`src/rtl/doce_rx_pkg.sv`:
```
// Shared types and constants for the DoCE RX channel demultiplexer.
// Holds the FSM state encoding, header field positions and the saturating counter helper.
package doce_rx_pkg;

  typedef enum logic [1:0] {
    HDR  = 2'd0,
    PAY  = 2'd1,
    DROP = 2'd2
  } state_e;

  localparam int MAC_HI  = 95;
  localparam int MAC_LO  = 48;
  localparam int CNT_W   = 16;
  // Channel ids are range-checked over this many bits so out-of-range ids cannot alias onto a real channel.
  localparam int CHAN_FW = 4;

  function automatic logic [CNT_W-1:0] sat_inc(input logic [CNT_W-1:0] v);
    return (v == '1) ? v : v + 1'b1;
  endfunction

endpackage

```
`src/rtl/axis_skid_buf.sv`:
```
// Small registered FIFO used as the payload skid buffer.
// Head entry is driven straight from storage so downstream sees only registered data.
module axis_skid_buf #(
  parameter int WIDTH = 8,
  parameter int DEPTH = 2
) (
  input  logic             user_clk,
  input  logic             reset_n,
  input  logic             push,
  input  logic [WIDTH-1:0] push_data,
  output logic             full,
  input  logic             pop,
  output logic [WIDTH-1:0] head_data,
  output logic             head_valid
);

  localparam int PW = (DEPTH > 1) ? $clog2(DEPTH) : 1;
  localparam int CW = $clog2(DEPTH + 1);

  logic [WIDTH-1:0] mem_reg [DEPTH];
  logic [PW-1:0]    wr_ptr_reg;
  logic [PW-1:0]    rd_ptr_reg;
  logic [CW-1:0]    count_reg;
  logic             do_push;
  logic             do_pop;

  function automatic logic [PW-1:0] ptr_inc(input logic [PW-1:0] p);
    return (p == PW'(DEPTH - 1)) ? '0 : p + 1'b1;
  endfunction

  assign do_push    = push && !full;
  assign do_pop     = pop && head_valid;
  assign full       = (count_reg == CW'(DEPTH));
  assign head_valid = (count_reg != '0);
  assign head_data  = mem_reg[rd_ptr_reg];

  always_ff @(posedge user_clk or negedge reset_n) begin
    if (!reset_n) begin
      wr_ptr_reg <= '0;
      rd_ptr_reg <= '0;
      count_reg  <= '0;
      for (int i = 0; i < DEPTH; i++) mem_reg[i] <= '0;
    end else begin
      if (do_push) begin
        mem_reg[wr_ptr_reg] <= push_data;
        wr_ptr_reg          <= ptr_inc(wr_ptr_reg);
      end
      if (do_pop) rd_ptr_reg <= ptr_inc(rd_ptr_reg);
      case ({do_push, do_pop})
        2'b10:   count_reg <= count_reg + 1'b1;
        2'b01:   count_reg <= count_reg - 1'b1;
        default: count_reg <= count_reg;
      endcase
    end
  end

endmodule

```
`src/rtl/rx_chan_demux_fsm.sv`:
```
// DoCE RX transport FSM: absorbs the header beat, filters bad packets and
// demultiplexes payload beats to one-hot channel outputs through a 2-entry skid.
module rx_chan_demux_fsm
  import doce_rx_pkg::*;
#(
  parameter int DATA_WIDTH = 16,
  parameter int NUM_CHAN   = 4,
  parameter int CHAN_LSB   = 112,
  parameter int USER_WIDTH = 4,
  parameter int DROP_BIT   = 2
) (
  input  logic                    user_clk,
  input  logic                    reset_n,
  input  logic [DATA_WIDTH*8-1:0] s_tdata,
  input  logic [DATA_WIDTH-1:0]   s_tkeep,
  input  logic [USER_WIDTH-1:0]   s_tuser,
  input  logic                    s_tlast,
  input  logic                    s_tvalid,
  output logic                    s_tready,
  output logic [DATA_WIDTH*8-1:0] m_tdata,
  output logic [DATA_WIDTH-1:0]   m_tkeep,
  output logic [USER_WIDTH-1:0]   m_tuser,
  output logic                    m_tlast,
  output logic [NUM_CHAN-1:0]     m_tvalid,
  input  logic [NUM_CHAN-1:0]     m_tready,
  output logic [47:0]             rx_dst_mac_addr,
  output logic                    rx_hdr_pulse,
  output logic [CNT_W-1:0]        pkt_cnt,
  output logic [CNT_W-1:0]        drop_cnt
);

  localparam int CW = (NUM_CHAN > 1) ? $clog2(NUM_CHAN) : 1;
  localparam int DW = DATA_WIDTH * 8;
  localparam int EW = DW + DATA_WIDTH + 1 + USER_WIDTH + CW;

  state_e                state_reg, state_next;
  logic                  active_reg;
  logic [47:0]           mac_reg;
  logic [USER_WIDTH-1:0] tuser_reg;
  logic [CW-1:0]         chan_reg;
  logic                  hdr_pulse_reg;
  logic [CNT_W-1:0]      pkt_cnt_reg;
  logic [CNT_W-1:0]      drop_cnt_reg;

  logic                  hdr_accept, runt, pay_push, drop_done, hdr_bad;
  logic                  skid_full, skid_valid, skid_pop;
  logic [CHAN_FW-1:0]    hdr_chan_id;
  logic [EW-1:0]         push_data, head_data;
  logic [DW-1:0]         head_tdata;
  logic [DATA_WIDTH-1:0] head_tkeep;
  logic                  head_tlast;
  logic [USER_WIDTH-1:0] head_tuser;
  logic [CW-1:0]         head_chan;

  assign hdr_chan_id = s_tdata[CHAN_LSB +: CHAN_FW];
  assign hdr_bad     = s_tuser[DROP_BIT] || (int'(hdr_chan_id) >= NUM_CHAN);

  always_comb begin
    state_next = state_reg;
    s_tready   = 1'b0;
    hdr_accept = 1'b0;
    runt       = 1'b0;
    pay_push   = 1'b0;
    drop_done  = 1'b0;
    case (state_reg)
      HDR: begin
        s_tready = active_reg;
        if (s_tvalid && active_reg) begin
          hdr_accept = 1'b1;
          if (s_tlast)      runt       = 1'b1;
          else if (hdr_bad) state_next = DROP;
          else              state_next = PAY;
        end
      end
      PAY: begin
        s_tready = active_reg && !skid_full;
        if (s_tvalid && active_reg && !skid_full) begin
          pay_push = 1'b1;
          if (s_tlast) state_next = HDR;
        end
      end
      DROP: begin
        s_tready = active_reg;
        if (s_tvalid && active_reg && s_tlast) begin
          drop_done  = 1'b1;
          state_next = HDR;
        end
      end
      default: state_next = HDR;
    endcase
  end

  always_ff @(posedge user_clk or negedge reset_n) begin
    if (!reset_n) begin
      state_reg  <= HDR;
      active_reg <= 1'b0;
    end else begin
      state_reg  <= state_next;
      active_reg <= 1'b1;
    end
  end

  always_ff @(posedge user_clk or negedge reset_n) begin
    if (!reset_n) begin
      mac_reg       <= '0;
      tuser_reg     <= '0;
      chan_reg      <= '0;
      hdr_pulse_reg <= 1'b0;
      pkt_cnt_reg   <= '0;
      drop_cnt_reg  <= '0;
    end else begin
      hdr_pulse_reg <= hdr_accept;
      if (hdr_accept) begin
        mac_reg   <= s_tdata[MAC_HI:MAC_LO];
        tuser_reg <= s_tuser;
        chan_reg  <= s_tdata[CHAN_LSB +: CW];
      end
      if (runt || drop_done)      drop_cnt_reg <= sat_inc(drop_cnt_reg);
      if (skid_pop && head_tlast) pkt_cnt_reg  <= sat_inc(pkt_cnt_reg);
    end
  end

  // Channel and tuser travel with each beat so a new header can be taken while the old tail drains.
  assign push_data = {s_tdata, s_tkeep, s_tlast, tuser_reg, chan_reg};
  assign {head_tdata, head_tkeep, head_tlast, head_tuser, head_chan} = head_data;

  axis_skid_buf #(
    .WIDTH (EW),
    .DEPTH (2)
  ) u_skid (
    .user_clk   (user_clk),
    .reset_n    (reset_n),
    .push       (pay_push),
    .push_data  (push_data),
    .full       (skid_full),
    .pop        (skid_pop),
    .head_data  (head_data),
    .head_valid (skid_valid)
  );

  genvar gi;
  generate
    for (gi = 0; gi < NUM_CHAN; gi++) begin : g_valid
      assign m_tvalid[gi] = skid_valid && (head_chan == CW'(gi));
    end
  endgenerate

  assign skid_pop        = |(m_tvalid & m_tready);
  assign m_tdata         = head_tdata;
  assign m_tkeep         = head_tkeep;
  assign m_tlast         = head_tlast;
  assign m_tuser         = head_tuser;
  assign rx_dst_mac_addr = mac_reg;
  assign rx_hdr_pulse    = hdr_pulse_reg;
  assign pkt_cnt         = pkt_cnt_reg;
  assign drop_cnt        = drop_cnt_reg;

endmodule

```
`config.mk`:
```
export PLATFORM = sky130hd
export DESIGN_NAME = rx_chan_demux_fsm
export DESIGN_NICKNAME = d
export VERILOG_FILES = /design/src/rtl/doce_rx_pkg.sv /design/src/rtl/axis_skid_buf.sv /design/src/rtl/rx_chan_demux_fsm.sv
export SDC_FILE = /design/constraint.sdc
export NUM_CORES = 1
export LEC_CHECK = 0
export BUFFER_PORTS_ARGS = -buffer_cell sky130_fd_sc_hd__buf_2
export CAP_MARGIN = 20
export CORE_MARGIN = 3
export CORE_UTILIZATION = 25
export DETAILED_ROUTE_END_ITERATION = 10
export PLACE_DENSITY_LB_ADDON = 0.3
export SYNTH_ARGS = -nofsm -noshare
export SYNTH_HDL_FRONTEND = slang
export SYNTH_SLANG_ARGS = --single-unit
```
`constraint.sdc`:
```
create_clock -name user_clk -period 2.1 [get_ports user_clk]
set_input_delay 0.105 -clock user_clk [delete_from_list [all_inputs] [get_ports user_clk]]
set_output_delay 0.105 -clock user_clk [all_outputs]
set_load 0.005 [all_outputs]
```
==> flow_metrics.tcl <==
set metrics [dict create \
    cts-root-buf "clkbuf_16" \
    netlist-cell-type-count 47 \
    max_stage_delay_on_crit_path_ns 0.56 \
    synth-edff-count 0 \
    die_w_um 266.6 \
    grt_pass1_vias 12430 \
    p_leak_uw 0.01260 \
    violations_in_the_final_reports "setup timing" \
    number_of_optimization_iterations_in_the_first_detailed_route_pass 4 \
    grtUsageMet2_pct 21.13 \
    grtUsageMet3_pct 4.074 \
    worstSetupPathType "reg2reg" \
    detailed_route_drc_error_count 0 \
    design.die.area_sq_um 71080 \
    gpl.final_weighted_congestion 0.7267 \
    synth_top_flop_cell "dfrtp_1" \
    post_synth_inst_count 1105 \
    detailroute.via_count 11370 \
    post-dp-hpwl_um 30870 \
    grt_pass1_wl_um 71080 \
    max_clock_freq_mhz 465.8 \
    finalCoreUtilization_pct 36.60 \
    initial_drt_markers 352 \
    setup_repair_after_global_routing_missed_its_margin "true" \
    clk_slew_on_worst_s_h_paths_ns 0.05 \
    largest_reg_flops 302 \
    cpMaxStageDelayCell "dfrtp_4" \
    boundaryPins 391 \
    layout_commonest_cell "dfrtp_1" \
    timing.final.hold_violations 0 \
    dp.cells 2350 \
    clock_tree_from_tritoncts "yes" \
    critical_path.startpoint_type "register" \
    highest_count_cells_in_the_layout_ignoring_fill_and_taps "395 x dfrtp_1, 347 x buf_2, 280 x mux2_2" \
    grt_max_degree 73 \
    vdd.ir_drop.worst_v 0.0005852 \
    post_layout_nonfiller_instances 2610 \
    cp-end-kind "register" \
    timing.critical_path.required_ns 2.59 \
    period_needed_ns 2.147 \
    synth_fp_nets 1264 \
    synthesis.area_per_instance_sq_um 15.37 \
    grt_use_total_pct 12.70 \
    outcome "complete, but fails checks" \
    yosys_warnings 0 \
    drtAntennaViolNets 0 \
    wirelength_um 47750 \
    timing.critical_path.arrival_ns 2.63 \
    port_buffers 390 \
    pd_cells_nw_per_um2 945.9 \
    cap_violations 0 \
    clk_latency_ns 0.56 \
    placement_rows 94 \
    post_synth_instance_area_sq_um 16980 \
    cts_num_sinks 396 \
    antenna_found_initial 4 \
    max-clock-path-buffers 3 \
    cts_inserted_buffers 48 \
    max-slew-margin-rel_pct 61.04 \
    grt-busiest-layer "met2" \
    min_period_over_period_pct 102.2 \
    worst_clock_skew_ns 0.01896 \
    hold_crit_path_type "in2reg" \
    setup_viol_count_final 3 \
    setup_ws_ns -0.04704 \
    synth-seq-cells 396 \
    final_net_count 1863 \
    grt_util_met1_pct 15.74 \
    max_slew.worst_pin.slew_ns 0.5845 \
    floorplan.core_area_sq_um 66570 \
    post_synthesis_to_final_layout_area_growth_pct 43.48 \
    route.detailed.vias_per_inst 4.357 \
    worstPathMaxFanout 6 \
    path_cells "buf_4 -> mux2_4 -> mux2i_1 -> o22ai_2 -> buf_6 -> ha_1 -> nor2_1 -> xnor2_1" \
    async_reset_ff_share_pct 100.0 \
    yosysSeqAreaShare_pct 58.36 \
    final_max_slew_viol_count 0 \
    avgRoutedWirePerCell_um 18.29 \
    die_height_um 266.6 \
    globalRoute.totalOverflow 0 \
    starting_utilization_of_the_core_area_pct 25.51 \
    htreeDepth 2 \
    post_route_cells_drive_above_1_share_pct 50.89 \
]
critical path, delay by kind of cell, from the launching register on:
family	cells	cell delay [ns]
multiplexers	2	0.52
AO/OA/AOI/OAI	1	0.11
buffers and inverters	2	0.32
adder cells (fa/ha/maj)	1	0.30
flip-flops	1	0.56
XOR/XNOR	1	0.13
AND/OR/NAND/NOR	1	0.14
path summary, 6_finish.rpt:
check                               startpoint                   to  slack (ns)  depth (start not counted)
min                                   s_tvalid    u_skid.wr_ptr_reg        0.07                          4
max in group asynchronous              reset_n  u_skid.mem_reg[167]        1.22                          3
min in group asynchronous              reset_n  u_skid.mem_reg[257]        0.12                          2
max                          u_skid.rd_ptr_reg  u_skid.count_reg[1]       -0.05                          8
min reg2reg                u_skid.mem_reg[287]  u_skid.mem_reg[287]        0.48                          1
max reg2reg                  u_skid.rd_ptr_reg  u_skid.count_reg[1]       -0.05                          8
logic make-up (layout without fill, tap and decap cells):
logic type | after synthesis | count (layout) | synth area share (%)
xor gates and xnor gates | 32 | 32 | 1.651
adders and majority gates | 3 | 3 | 0.2211
muxes | 513 | 513 | 34.03
buffers and inverters | 63 | 701 | 2.181
other | 1 | 4 | 0.02209
AOI/OAI and AO/OA | 16 | 16 | 0.7443
DFF | 396 | 396 | 58.36
and+or+nand+nor | 81 | 81 | 2.786
repair_timing:
| action | in CTS | in global routing |
|---|---|---|
| setup endpoints to repair | 151 | 150 |
| setup buffers | 3 | 6 |
| hold endpoints to repair | 604 | 0 |
| gates cloned | 2 | 7 |
| resized for setup | 22 | 96 |
| hold buffers | 151 | 0 |
| pin swaps | 3 | 3 |
cells in the mapped netlist, types with 6 or more instances:
library cell | n | share of area, %
and3_1 | 6 | 0.22
buf_2 | 35 | 1.0
buf_6 | 12 | 0.80
clkbuf_1 | 9 | 0.20
dfrtp_1 | 396 | 58
mux2_1 | 180 | 12
mux2_2 | 326 | 22
nand2_1 | 13 | 0.29
nand3_1 | 7 | 0.21
nand4_1 | 15 | 0.55
nor2_1 | 19 | 0.42
xnor2_1 | 21 | 1.1
xor2_1 | 11 | 0.57
layer usage:
layer / vias up / part of all wire [%]
met1: 5814 / 43
met3: 84 / 7.4
met5: - / 0.027
met2: 275 / 47
met4: 2 / 2.8
li1: 5197 / -
per-stage QoR:
step | TNS (ns) | instance area, sq um | worst slack, ns | total power [uW] | hold slack [ns]
6_report | -0.08544 | 24360 | -0.04704 | 23040 | 0.07149
4_1_cts | -7.673 | 23750 | -0.09968 | 22790 | 0.005346
3_3_place_gp | 0 | 20330 | 0.05812 | 12960 | 0.1357
2_1_floorplan | 0 | 16980 | 0.1512 | 11190 | -0.1906
5_1_grt | -5.036 | 24350 | -0.1294 | 24280 | 0.04265
3_5_place_dp | 0 | 20330 | 0.04595 | 13060 | 0.1487
power by group:
part | internal [uW] | total [uW] | switching (uW)
combinational | 2800 | 5160 | 2360
clock | 5550 | 8880 | 3330
sequential | 8500 | 9010 | 516
area by class of cell:
cell class	count	area (sq um)
Clock buffer	74	1501
Antenna cell	3	7.507
Timing Repair Buffer	606	4672
Fill cell	6405	42210
Multi-Input combinational cell	646	6933
Inverter	6	22.52
Tap cell	864	1081
Clock inverter	15	230.2
Sequential cell	396	9913
Power figures use the tool's default switching activity.
